[src/rtl/scan_frame_capture.sv]
// Captures an 8x8 column-scanned frame from a one-hot column strobe and exposes it for random reads.
// Optional FRAME_DOUBLE_BUFFER_EN: separate capture/visible buffers with atomic commit.
module scan_frame_capture (
    input  logic       clock,
    input  logic       reset,
    input  logic [7:0] turn,
    input  logic [7:0] display,
    input  logic [2:0] read_addr,
    output logic [7:0] read_data,
    output logic       frame_done,
    output logic       frame_valid,
    output logic [7:0] frame_count,
    output logic       scan_error,
    output logic       error_seen
);

    localparam int unsigned NCOL = 8;
    localparam int unsigned CW   = 3;
    localparam int unsigned DW   = 8;

    typedef enum logic {
        SYNC    = 1'b0,
        CAPTURE = 1'b1
    } state_t;

    state_t          state;
    logic [CW-1:0]   col;
    logic [DW-1:0]   visible [NCOL];

    logic [DW-1:0]   expect_c;
    logic            wr_en_c;
    logic [CW-1:0]   wr_col_c;
    logic            commit_c;
    logic            err_c;
    logic            restart_c;

    // Classify the current strobe against the expected column.
    always_comb begin
        expect_c  = DW'(8'h01 << col);
        wr_en_c   = 1'b0;
        wr_col_c  = col;
        commit_c  = 1'b0;
        err_c     = 1'b0;
        restart_c = 1'b0;
        case (state)
            SYNC: begin
                if (turn == 8'h01) begin
                    wr_en_c  = 1'b1;
                    wr_col_c = '0;
                end
            end
            CAPTURE: begin
                if (turn == 8'h00) begin
                    wr_en_c = 1'b0;
                end else if (turn == expect_c) begin
                    wr_en_c  = 1'b1;
                    commit_c = (col == CW'(NCOL - 1));
                end else begin
                    err_c = 1'b1;
                    if (turn == 8'h01) begin
                        restart_c = 1'b1;
                        wr_en_c   = 1'b1;
                        wr_col_c  = '0;
                    end
                end
            end
            default: begin
                wr_en_c = 1'b0;
            end
        endcase
    end

    // Scan-order state machine and status flags.
    always_ff @(posedge clock) begin
        if (!reset) begin
            state       <= SYNC;
            col         <= '0;
            frame_done  <= 1'b0;
            frame_valid <= 1'b0;
            frame_count <= '0;
            scan_error  <= 1'b0;
            error_seen  <= 1'b0;
        end else begin
            frame_done <= 1'b0;
            scan_error <= 1'b0;
            case (state)
                SYNC: begin
                    if (wr_en_c) begin
                        col   <= CW'(1);
                        state <= CAPTURE;
                    end
                end
                CAPTURE: begin
                    if (err_c) begin
                        scan_error <= 1'b1;
                        error_seen <= 1'b1;
                        if (restart_c) begin
                            col <= CW'(1);
                        end else begin
                            col   <= '0;
                            state <= SYNC;
                        end
                    end else if (wr_en_c) begin
                        col <= CW'(col + CW'(1));
                        if (commit_c) begin
                            frame_done  <= 1'b1;
                            frame_valid <= 1'b1;
                            frame_count <= DW'(frame_count + DW'(1));
                        end
                    end
                end
                default: begin
                    state <= SYNC;
                    col   <= '0;
                end
            endcase
        end
    end

`ifdef FRAME_DOUBLE_BUFFER_EN
    logic [DW-1:0] capture [NCOL];

    // Columns land in the capture buffer; the visible frame swaps in whole at commit.
    always_ff @(posedge clock) begin
        if (!reset) begin
            for (int i = 0; i < NCOL; i++) begin
                capture[i] <= '0;
                visible[i] <= '0;
            end
            read_data <= '0;
        end else begin
            read_data <= visible[read_addr];
            if (wr_en_c) begin
                capture[wr_col_c] <= display;
            end
            if (commit_c) begin
                for (int i = 0; i < NCOL - 1; i++) begin
                    visible[i] <= capture[i];
                end
                visible[NCOL-1] <= display;
            end
        end
    end
`else
    // Single buffer: every accepted column is immediately visible.
    always_ff @(posedge clock) begin
        if (!reset) begin
            for (int i = 0; i < NCOL; i++) begin
                visible[i] <= '0;
            end
            read_data <= '0;
        end else begin
            read_data <= visible[read_addr];
            if (wr_en_c) begin
                visible[wr_col_c] <= display;
            end
        end
    end
`endif

endmodule

[config.mk]
export PLATFORM = sky130hd
export DESIGN_NAME = scan_frame_capture
export DESIGN_NICKNAME = d
export VERILOG_FILES = /design/src/rtl/scan_frame_capture.sv
export SDC_FILE = /design/constraint.sdc
export NUM_CORES = 1
export LEC_CHECK = 0
export ABC_AREA = 1
export CORE_MARGIN = 2
export CORE_UTILIZATION = 41
export DETAILED_ROUTE_END_ITERATION = 6
export DONT_BUFFER_PORTS = 1
export GPL_TIMING_DRIVEN = 0
export PLACE_DENSITY = 0.63
export SLEW_MARGIN = 20
export SYNTH_ARGS = -nofsm -noshare
export SYNTH_HDL_FRONTEND = slang
export SYNTH_SLANG_ARGS = --single-unit
[constraint.sdc]
create_clock -name clock -period 3.4 [get_ports clock]
set_input_delay 0.85 -clock clock [delete_from_list [all_inputs] [get_ports clock]]
set_output_delay 0.85 -clock clock [all_outputs]
set_load 0.1 [all_outputs]
# After elaboration in Yosys (flattened, before gate mapping)

Memory sizes are Yosys's and may differ from the RTL's. A register that Yosys moved wholly into a read port is not among the register bits.
Cells that the tools add are included.

Memories kept: 1
RAM bits: 64
Bits of input ports: 21
Bits in registers: 16
Output and inout port bits: 20
Word-level logic and storage cells: 62

Memories:

| name    | words | width | read ports | clocked after Yosys merged registers in | write ports | RTL line | RTL |
|---|---|---|---|---|---|---|---|
| visible | 8     | 8     | 1          | 1                                       | 8           | 28       | `logic [DW-1:0] visible [NCOL];` |

Bitwise logic cells: 4
Equality and inequality tests: 5
Multiplexer cells: 34
Reductions and logical operators: 8
Add/sub/neg operators: 2
Shifts and indexed selects: 1

Operators by type and width:

| operator              | count |
|---|---|
| $mux W1               | 22 |
| $mux W3               | 7 |
| $pmux W3 S2           | 2 |
| $add A8 B1 Y8 const B | 1 |
| $eq A8 B1 Y1 const B  | 1 |
| $eq A8 B8 Y1          | 1 |
| $logic_not A8 Y1      | 1 |
| $mux W8               | 1 |
| $reduce_or A8 Y1      | 1 |
| $shl A1 B3 Y8 const A | 1 |
| $reduce_and A2 Y1     | 3 |
| $not A1 Y1            | 4 |
| $pmux W1 S2           | 2 |
| $reduce_and A4 Y1     | 1 |
| $reduce_or A4 Y1      | 1 |
| $add A3 B1 Y3 const B | 1 |
| $eq A3 B3 Y1 const B  | 1 |
| $ne A3 B1 Y1 const B  | 1 |
| $ne A2 B2 Y1 const B  | 1 |
| $logic_not A1 Y1      | 1 |

# Logic depth before layout (Yosys ltp)

Depth in word-level cells: 10
Depth in mapped cells: 14

# Worst setup path after synthesis

No wires, ideal clock.

Kind: input to register
Start point: input port turn[5]
End point: memory visible[2][0] (enable)
Buffers on the path: 0
Data required time: 3.026 ns
Stages on the path: 9
Path slack: 0.759 ns
Arrival time: 2.267 ns
Path through: nor2_1 > nand3_1 > nor2_4 > nand2_2 > nand2_2 > nand3_4 > inv_2 > nand2_2 > o21ai_1

RTL lines:

| what            | RTL line | RTL |
|---|---|---|
| start, declared | 6        | `input logic [7:0] turn,` |
| end, declared   | 28       |  |

==> reports/summary.txt <==
Fin crit share: 81.1%
Final Hold Viols: 0
WL per Instance: 15.7 microns
Min-delay worst type: reg2reg
Area grow syn2layout: 7.97%
H-tree depth: 3
#FFs+latches synth: 88
Global route hottest layer: met2
Area leader, netlist: edfxtp_1
Std-Cell Rows: 36
Sum of negative setup slack: 0 ns
Max incr delay on CP: 0.62 ns
Syn Std Cell Area: 4100 sq um
Total grt overflow: 0
Met2 Usage GRT: 27.5%
Comb pwr share: 6.0%
Via count: 3048
Max-slew headroom at the worst pin: 26.4%
DRT Wirelength: 9210 microns
Vias in the first global route: 2870
Distinct cell type count after synthesis: 29
CP required: 3.39 ns
EDFF count, synth: 64
Mapped Cells: 437
Switch Pwr: 512 uW
CP max stage cell: o21ai_1
Cell Area, Placed: 4260 sq um
FMAX: 363 MHz
Initial antenna violation count: 0
Die X: 104 microns
HPWL after detailed placement: 6620 microns
Final #Nets: 476
Clk buf depth: 2
P_int: 1.48 mW
Yosys top cell area share: 46.9%
CTS tree: yes
MaxCap Viol Count: 0
Critical path endpoint category: register
Post-synth top cells: nor2_1, edfxtp_1, nand2_1
Final instance area: 4420 sq um
Sw Share: 25.7%
Via density: 5.20
Clk_lat worst skew: 0.36 ns
Final Wtd Congestion: 0.858
IO Port Bufs: 0
Post-Layout Cell Count: 586
Root Buffer: clkbuf_8
Crit path max-delay family: simple AND/OR/NAND/NOR gates
Global routing usage on met1: 23.2%
CP bufs+invs: 1
Clock-pin slew on the worst setup and hold paths: 0.08 ns
CTS Sinks: 88
Post-synthesis sequential area ratio: 58.6%
Largest net degree at the start of global routing: 15
# diodes: 0
Pre-Repair DR Iteration Count: 5
Clk pwr share: 31.4%
Setup Fix Bufs, Post-CTS: 0
GR Util met3: 4.51%
# IOs: 41
# hold bufs at CTS: 0
Placed Instances: 570
Cell with the most instances after synthesis: nor2_1
CTS buffer count: 9
CP startpoint kind: register
Final min period: 2.76 ns
RSZ-0062 raised after global routing: false
Syn nets: 465
Seq pwr share: 62.6%
Status: completed
Post-synthesis async set-or-reset flop share: 0%
Slew @ Worst Pin: 1.10 ns
Residual DRC: 0
Initial Util: 42.1%
Setup WS pre-CTS: 0.521 ns
Total GRT Usage: 17.4%
Final ANT Viol Nets: 0
CORE AREA: 9730 sq um
VDD IR max: 0.000189 V
WP data arrival: 2.75 ns
Setup violations, final: 0
Main area contributors after synthesis: edfxtp_1, dfxtp_1, nor2_1
CP most frequent cell: nand2_1
Slew Limit Fails: 0
Post-route setup slack: 0.644 ns
Drt initial violations: 194
Crit path max fanout: 9
Crit path kind: reg2reg
DIE AREA: 10800 sq um
Pwr dens: 449 nW/um^2
Post-CTS sizing: 0
Die height: 104 microns
Predominant post-synthesis flop cell: edfxtp_1
Fin Clk Skew: 0.0103 ns
First-pass GRT wire length: 14600 microns
Syn avg cell area: 9.37 sq um
Leakage power: 1.76 nW
Yosys warning count: 0
Core Util, Final: 45.5%
Layout cells sized above 1: 7.95%
Worst path cell trace: inv_1 -> ha_1 -> nand2_1 -> nand2_1 -> nand2_1 -> nand2_1 -> nor2_1 -> nand2_2 -> nand3_4 -> nand4_1 -> o21ai_1
[per-stage QoR]
stage	total power [mW]	hold WS, ns
CTS	2.00	0.563
global placement	1.39	0.556
finish	1.99	0.561
global route	2.06	0.609
floorplan	1.35	0.527
detailed placement	1.39	0.549
[layout make-up]
cell class | instances | area [sq um]
fillers | 958 | 5310
flip-flops and latches | 88 | 2400
multi-input cells | 304 | 1520
well taps | 133 | 166
clock buffers | 12 | 136
inverters | 32 | 120
plain buffers | 13 | 52.6
clock inverters | 4 | 23.8
[final timing paths]
path                                     from            end  slack, ns  cells past startpoint
worst max-delay path                   col[0]  visible[2][0]       0.64                     11
worst min-delay path            visible[1][2]   read_data[2]       0.56                      2
worst max register to register         col[0]  visible[2][0]       0.64                     11
worst min register to register  visible[1][2]   read_data[2]       0.56                      2
[routing by layer]
metal	wire length, microns	part of all wire, %	vias up
li1	-	-	1494
met1	4010	43	1416
met2	4190	45	113
met3	758	8.2	25
met4	259	2.8	0
met5	0	0	-
[cells by family after synthesis]
kind of cell | share of synthesized area (%)
fa+ha+maj | 2.14
buf+inv | 4.22
simple gates | 24.1
compound gates | 9.44
xor+xnor | 1.50
flops | 58.6
[tightest hold or removal path, delay by kind of cell (launching register included)]
family / cells / cell delay, ns
AO/OA/AOI/OAI: 2 / 0.20
flip-flops: 1 / 0.32
[registers in the layout, indices dropped and copies added, names as in the netlist]
name	flops
frame_valid	1
frame_count	8
state	1
error_seen	1
col	3
scan_error	1
visible	64
read_data	8
frame_done	1
[power by group through the flow]
| stage | combinational (mW) | clock [mW] | sequential [mW] |
|---|---|---|---|
| after floorplan | 0.0822 | 0 | 1.27 |
| after global placement | 0.116 | 0 | 1.27 |
| after detailed placement | 0.118 | 0 | 1.27 |
| after CTS | 0.118 | 0.639 | 1.25 |
| after global routing | 0.134 | 0.675 | 1.25 |
| final | 0.119 | 0.623 | 1.25 |
[cell usage in the layout (no fill, tap or decap), types with 2 or more instances in the layout]
cell,instances
buf_1,2
clkinv_2,3
xor2_1,3
nand2_2,5
nand2_1,49
clkbuf_1,12
clkbuf_8,9
nand3_2,3
nand2_4,4
inv_2,3
nor2_1,122
nor3_1,12
o22ai_1,8
a21oi_1,9
dfxtp_1,24
nand3_4,3
edfxtp_1,64
inv_1,29
nand3_1,15
a31oi_1,9
nand4_1,2
o21ai_0,43
ha_1,7
xnor2_1,4
Power figures use the tool's default switching activity.
